$ cat src/rtl/img_pkg.sv
// img_pkg: constants and types shared by the image loader files.
//
// Contents:
//   PIX_W, IMG_DIM  default pixel width and square frame side
//   NPIX            pixel count per frame (81)
//   FRAME_W         packed frame width in bits (648)
//   IDX_W           width of the write pixel index (7)
//   ld_state_t      write-side state of the loader
package img_pkg;

  localparam int PIX_W   = 8;
  localparam int IMG_DIM = 9;
  localparam int NPIX    = IMG_DIM * IMG_DIM;
  localparam int FRAME_W = PIX_W * NPIX;
  localparam int IDX_W   = $clog2(NPIX);

  typedef enum logic [1:0] {
    ST_IDLE = 2'd0,
    ST_FILL = 2'd1,
    ST_FULL = 2'd2
  } ld_state_t;

endpackage

$ cat src/rtl/frame_buf.sv
// frame_buf: packed frame register written one pixel at a time.
//
// Ports:
//   clk      rising-edge clock
//   rst      synchronous active-high reset, clears the whole frame
//   wr_en    write pixel wr_idx this cycle
//   wr_idx   pixel index 0..NPIX-1 (pixel k lives at [PIX_W*k +: PIX_W])
//   wr_data  pixel value
//   frame    packed frame contents
module frame_buf #(
  parameter int PIX_W = img_pkg::PIX_W,
  parameter int NPIX  = img_pkg::NPIX,
  parameter int IDX_W = img_pkg::IDX_W
) (
  input  logic                  clk,
  input  logic                  rst,
  input  logic                  wr_en,
  input  logic [IDX_W-1:0]      wr_idx,
  input  logic [PIX_W-1:0]      wr_data,
  output logic [PIX_W*NPIX-1:0] frame
);

  always_ff @(posedge clk) begin
    if (rst) begin
      frame <= '0;
    end else if (wr_en) begin
      frame[int'(wr_idx)*PIX_W +: PIX_W] <= wr_data;
    end
  end

endmodule

$ cat src/rtl/img_loader.sv
// img_loader: assembles a raster pixel stream into one packed square frame.
//
// Ports:
//   clk          rising-edge clock
//   rst          synchronous active-high reset
//   pix_in       incoming pixel (raster order)
//   pix_valid    pix_in valid this cycle
//   pix_sof      first pixel of a frame, qualified by pix_valid
//   pix_ready    block can accept a pixel (transfer = pix_valid & pix_ready)
//   frame_out    packed frame, pixel k = IMG_DIM*row + col at [PIX_W*k +: PIX_W]
//   frame_valid  frame_out holds a complete frame
//   frame_ack    consumer took frame_out, qualified by frame_valid
//   sof_err      one-cycle pulse on a framing violation
//
// Build option:
//   IMG_LOADER_DOUBLE_BUF_EN  adds a back buffer so filling continues while
//                             the front frame waits for frame_ack.
module img_loader
  import img_pkg::*;
#(
  parameter int PIX_W   = 8,
  parameter int IMG_DIM = 9
) (
  input  logic                             clk,
  input  logic                             rst,
  input  logic [PIX_W-1:0]                 pix_in,
  input  logic                             pix_valid,
  input  logic                             pix_sof,
  output logic                             pix_ready,
  output logic [PIX_W*IMG_DIM*IMG_DIM-1:0] frame_out,
  output logic                             frame_valid,
  input  logic                             frame_ack,
  output logic                             sof_err
);

  localparam int NP = IMG_DIM * IMG_DIM;
  localparam int IW = $clog2(NP);
  localparam logic [IW-1:0] LAST_IDX = IW'(NP - 1);

  ld_state_t     state;
  logic [IW-1:0] idx;
  logic          xfer;
  logic          wr_en;
  logic [IW-1:0] wr_idx;
  logic          last_pix;
  logic          fv_ack;

  // FULL is the only state that refuses pixels; decoded straight from the
  // state register so pix_ready never depends on the inputs.
  assign pix_ready = (state != ST_FULL);
  assign xfer      = pix_valid & pix_ready;

  // A sof pixel always lands at index 0; a non-sof pixel is only stored
  // while a frame is in progress (it is dropped in IDLE).
  assign wr_en    = xfer & (pix_sof | (state == ST_FILL));
  assign wr_idx   = pix_sof ? '0 : idx;
  assign last_pix = wr_en & ~pix_sof & (idx == LAST_IDX);
  assign fv_ack   = frame_valid & frame_ack;

`ifndef IMG_LOADER_DOUBLE_BUF_EN

  always_ff @(posedge clk) begin
    if (rst) begin
      state       <= ST_IDLE;
      idx         <= '0;
      frame_valid <= 1'b0;
      sof_err     <= 1'b0;
    end else begin
      sof_err <= 1'b0;
      case (state)
        ST_IDLE: begin
          if (xfer) begin
            if (pix_sof) begin
              idx   <= IW'(1);
              state <= ST_FILL;
            end else begin
              sof_err <= 1'b1;
            end
          end
        end
        ST_FILL: begin
          if (xfer) begin
            if (pix_sof) begin
              // Partial frame abandoned; this pixel already went to slot 0.
              sof_err <= 1'b1;
              idx     <= IW'(1);
            end else if (last_pix) begin
              idx         <= '0;
              state       <= ST_FULL;
              frame_valid <= 1'b1;
            end else begin
              idx <= idx + IW'(1);
            end
          end
        end
        ST_FULL: begin
          if (fv_ack) begin
            state       <= ST_IDLE;
            frame_valid <= 1'b0;
          end
        end
        default: begin
          state <= ST_IDLE;
        end
      endcase
    end
  end

  frame_buf #(
    .PIX_W (PIX_W),
    .NPIX  (NP),
    .IDX_W (IW)
  ) u_buf (
    .clk     (clk),
    .rst     (rst),
    .wr_en   (wr_en),
    .wr_idx  (wr_idx),
    .wr_data (pix_in),
    .frame   (frame_out)
  );

`else

  localparam int FW = PIX_W * NP;

  // front selects which buffer is presented; the other one is filled.
  logic          front;
  logic [FW-1:0] buf0;
  logic [FW-1:0] buf1;

  // Here FULL means the back buffer is complete while the front frame is
  // still unacknowledged; a completed frame is presented immediately when
  // the front is free (or being acked in the same cycle).
  always_ff @(posedge clk) begin
    if (rst) begin
      state       <= ST_IDLE;
      idx         <= '0;
      frame_valid <= 1'b0;
      sof_err     <= 1'b0;
      front       <= 1'b0;
    end else begin
      sof_err <= 1'b0;
      if (fv_ack) begin
        frame_valid <= 1'b0;
      end
      case (state)
        ST_IDLE: begin
          if (xfer) begin
            if (pix_sof) begin
              idx   <= IW'(1);
              state <= ST_FILL;
            end else begin
              sof_err <= 1'b1;
            end
          end
        end
        ST_FILL: begin
          if (xfer) begin
            if (pix_sof) begin
              sof_err <= 1'b1;
              idx     <= IW'(1);
            end else if (last_pix) begin
              idx <= '0;
              if (!frame_valid || fv_ack) begin
                front       <= ~front;
                frame_valid <= 1'b1;
                state       <= ST_IDLE;
              end else begin
                state <= ST_FULL;
              end
            end else begin
              idx <= idx + IW'(1);
            end
          end
        end
        ST_FULL: begin
          if (fv_ack) begin
            front       <= ~front;
            frame_valid <= 1'b1;
            state       <= ST_IDLE;
          end
        end
        default: begin
          state <= ST_IDLE;
        end
      endcase
    end
  end

  frame_buf #(
    .PIX_W (PIX_W),
    .NPIX  (NP),
    .IDX_W (IW)
  ) u_buf0 (
    .clk     (clk),
    .rst     (rst),
    .wr_en   (wr_en & front),
    .wr_idx  (wr_idx),
    .wr_data (pix_in),
    .frame   (buf0)
  );

  frame_buf #(
    .PIX_W (PIX_W),
    .NPIX  (NP),
    .IDX_W (IW)
  ) u_buf1 (
    .clk     (clk),
    .rst     (rst),
    .wr_en   (wr_en & ~front),
    .wr_idx  (wr_idx),
    .wr_data (pix_in),
    .frame   (buf1)
  );

  assign frame_out = front ? buf1 : buf0;

`endif

endmodule

$ cat config.mk
export PLATFORM = sky130hd
export DESIGN_NAME = img_loader
export DESIGN_NICKNAME = d
export VERILOG_FILES = /design/src/rtl/img_pkg.sv /design/src/rtl/frame_buf.sv /design/src/rtl/img_loader.sv
export SDC_FILE = /design/constraint.sdc
export NUM_CORES = 1
export LEC_CHECK = 0
export CORE_AREA = 2 2 259 261
export CTS_CLUSTER_DIAMETER = 30
export CTS_CLUSTER_SIZE = 40
export DETAILED_ROUTE_END_ITERATION = 16
export DIE_AREA = 0 0 261 263
export GPL_ROUTABILITY_DRIVEN = 0
export GPL_TIMING_DRIVEN = 0
export PLACE_DENSITY = 0.65
export SYNTH_ARGS = -nofsm -noshare
export SYNTH_HDL_FRONTEND = slang
export SYNTH_SLANG_ARGS = --single-unit
$ cat constraint.sdc
create_clock -name clk -period 6.3 [get_ports clk]
set_input_delay 1.26 -clock clk [delete_from_list [all_inputs] [get_ports clk]]
set_output_delay 1.26 -clock clk [all_outputs]
set_load 0.02 [all_outputs]
==> out/results.txt <==
Status: completed
Clock tree buffer depth: 3
Total number of vias: 24190
Yosys reg bits: 659
Hold WC Path Type: register to register
Total nets after synthesis: 2763
Seq/Total Area, Yosys: 0.5111
Share of cells above drive strength 1: 0.08454
Die Y-Extent: 263 um
Ratio of final minimum period to clock period: 0.9209
CTS Root Cell: clkbuf_16
Die width: 261 um
Crit Path Category: primary input to register
RSZ-0062 raised after global routing: false
Final Skew: 0.01967 ns
Comb pwr share: 0.029
Post-Syn Instances: 2744
Finished Core Util: 0.5858
First-pass GRT wire length: 168900 um
CTS H-Tree Depth: 4
# DRC: 0
Mean Syn Cell Area: 9.406 sq um
Dominant cells by area after synthesis: dfxtp_1, mux2i_1, nand2b_1, o21ai_0, nor2_1
CP Launch Point: pix_sof
Core area: 65630 sq um
Critical path destination: u_buf.frame[464]
Worst-case reg-to-reg path depth: 13
Reg power frac: 0.352
Setup tns final: 0 ns
Clock Pin Slew Worst Setup and Hold Paths: 0.05 ns
Final #Nets: 3573
Ports: 664
Synth area leader: dfxtp_1
Synth top area share: 0.5111
Cell area after synthesis: 25810 sq um
Switching component of the power: 2.694 mW
CTS sink cnt: 659
Static Leak: 13.67 nW
Launching point of the worst reg2reg path: idx[0]
Number of synthesis warnings: 0
Routed wire length: 119800 um
Final worst slack: 0.4982 ns
Slew margin rel.: 0.06069
Slew Limit Fails: 0
TritonCTS clock tree: done
Pre-antenna DRT Iters: 9
CTS buffer count: 140
Initial antenna violation count: 2
FMAX: 0.1724 GHz
Pre-CTS setup slack: -0.3073 ns
FFs w/ async S/R, synth: 0
Largest net degree at the start of global routing: 17
Switching share of power: 0.2265
Clk Latency, worst-skew pair: 0.71 ns
Initial Utilization: 0.3933
Final Non-Filler Cells: 4532
Final number of setup-violating endpoints: 0
Area grow syn2layout: 48.94%
Rows: 94
First DRT Iteration DRCs: 2002
DIE AREA: 68640 sq um
Power, Total: 11.90 mW
Total placed cells including tap cells: 4276
Input/output buffers: 663
Final hold viol count: 0
Critical Path Start Type: primary input
Critical path peak fanout: 10
PD cells: 309.5 nW/um^2
Slew @ Worst Pin: 1.396 ns
Cell Int Power: 9.202 mW
Number of global-route vias before repair: 23410
Final min period: 5.802 ns
Crit Reg-Reg Endpoint: u_buf.frame[464]
Peak supply drop: 0.2223 mV
Post-CTS Hold Buffers: 0
Gr usage total: 0.3405
Critical Path End Type: register
Critical Path RT: 6.92 ns
Number of nets with antenna violations after routing: 0
Clock Power Share: 0.619
Average via count per standard cell: 5.338
Synth unique cells: 55
Routed WL per cell: 26.44 um
Post-synth top flop: dfxtp_1
Arrival time worst endpoint: 6.42 ns
Detailed Place HPWL: 87830 um
R2R Setup Slk: 1.33 ns
Number of synthesized flops with an enable pin: 0
Total gr overflow: 0
MaxCap Viol Count: 0
[repair_timing]
action / in CTS / in global routing
setup buffers: 0 / 0
hold endpoints to repair: 0 / 0
resized for setup: 0 / 1
endpoints found under the setup margin: 0 / 3
[cell families after synthesis]
kind of cell | share of synthesized area
AO/OA/AOI/OAI | 0.06544
XOR/XNOR | 0.002375
adder cells (fa/ha/maj) | 0.002908
buffers and inverters | 0.03970
flip-flops | 0.5111
multiplexers | 0.1387
AND/OR/NAND/NOR | 0.2397
[worst min-delay path by stage]
stage                startpoint               end  slack [ns]  cells past startpoint
6_report       u_buf.frame[297]  u_buf.frame[297]        0.45                      2
5_1_grt        u_buf.frame[297]  u_buf.frame[297]        0.46                      2
4_1_cts        u_buf.frame[355]  u_buf.frame[355]        0.45                      2
3_5_place_dp   u_buf.frame[297]  u_buf.frame[297]        0.44                      2
3_3_place_gp   u_buf.frame[354]  u_buf.frame[354]        0.44                      2
2_1_floorplan          state[1]          state[1]        0.48                      2
[Yosys cell counts, types with 2 or more instances]
library cell	instances
clkbuf_1	214
a21o_1	2
nand2_1	144
nor2b_1	7
nor4_1	14
xnor2_1	5
nand3b_1	115
nor3b_1	2
nor3_4	2
and2_1	16
nor2_1	312
ha_1	6
buf_6	2
nand4bb_1	2
o2111ai_1	2
o21bai_1	3
a21oi_1	40
dfxtp_1	659
buf_2	23
or4_1	22
inv_1	7
o21ai_1	14
nand3_1	166
buf_1	13
nor3_2	2
nor4_4	12
and4_1	2
nor4_2	12
nand2b_1	235
nand4_1	4
mux2_2	6
mux2i_1	351
o31ai_1	6
xor2_1	2
nor3_1	28
a211o_1	3
o21ai_0	243
o311ai_0	2
and3_1	10
or3_1	19
[final cells by class]
type	count	area, sq um
plain buffers	253	994.7
diodes	1	2.502
inverters	8	30.03
well taps	864	1081
fillers	5904	27190
repair buffers	668	6689
clock buffers	186	3938
multi-input cells	1824	11670
flip-flops and latches	659	13190
clock inverters	69	839.6
[per-layer routing]
metal / global-route usage / up-vias / routed length [um]
li1: - / 11040 / -
met1: 0.4112 / 11850 / 48050
met2: 0.5659 / 1089 / 56900
met3: 0.09359 / 218 / 9915
met4: 0.1459 / 0 / 4955
met5: 0 / - / 0
[sequential cells by signal, summed over array words and instances (netlist names)]
register	cells
frame_valid	1
idx	7
sof_err	1
state	2
u_buf.frame	648
[worst max-delay path, cell delays in order]
cell and delay (ns):
clkdlybuf4s50_1 0.64, nand2b_1 0.17, clkbuf_1 0.34, ha_1 0.21
clkbuf_1 0.32, o21ai_0 0.22, a21oi_1 0.17, ha_1 0.28
nand3_1 0.33, clkbuf_1 0.42, nor4_1 1.13, clkbuf_1 0.55
nand3_1 0.16, a21oi_1 0.19
[power groups by stage]
stage | Combinational (mW) | Clock, mW | Sequential, mW
6_report | 0.344 | 7.36 | 4.19
5_1_grt | 0.356 | 7.63 | 4.19
4_1_cts | 0.339 | 7.41 | 4.19
3_5_place_dp | 0.338 | 0 | 4.27
3_3_place_gp | 0.336 | 0 | 4.27
2_1_floorplan | 0.172 | 0 | 4.27
[cell usage in the layout (no fill, tap or decap), drive strengths merged, types with 9 or more instances in the layout]
| cell type | count |
|---|---|
| buf | 43 |
| or3 | 19 |
| clkdlybuf4s50 | 663 |
| clkinvlp | 9 |
| mux2i | 351 |
| nand2b | 235 |
| and3 | 10 |
| or4 | 23 |
| nand3 | 166 |
| nand3b | 115 |
| clkinv | 36 |
| nor2 | 312 |
| nand2 | 144 |
| nor3 | 32 |
| dfxtp | 659 |
| and2 | 16 |
| clkbuf | 401 |
| bufinv | 13 |
| nor4 | 38 |
| inv | 19 |
| o21ai | 257 |
| a21oi | 40 |
[through the flow]
step                      area [sq um]  hold WS, ns
final                            38440       0.4472
after CTS                        38440       0.4488
after detailed placement         33660       0.4448
after global routing             38440       0.4633
after global placement           33530       0.4381
after floorplan                  25810       0.4835
Power figures use the tool's default switching activity.
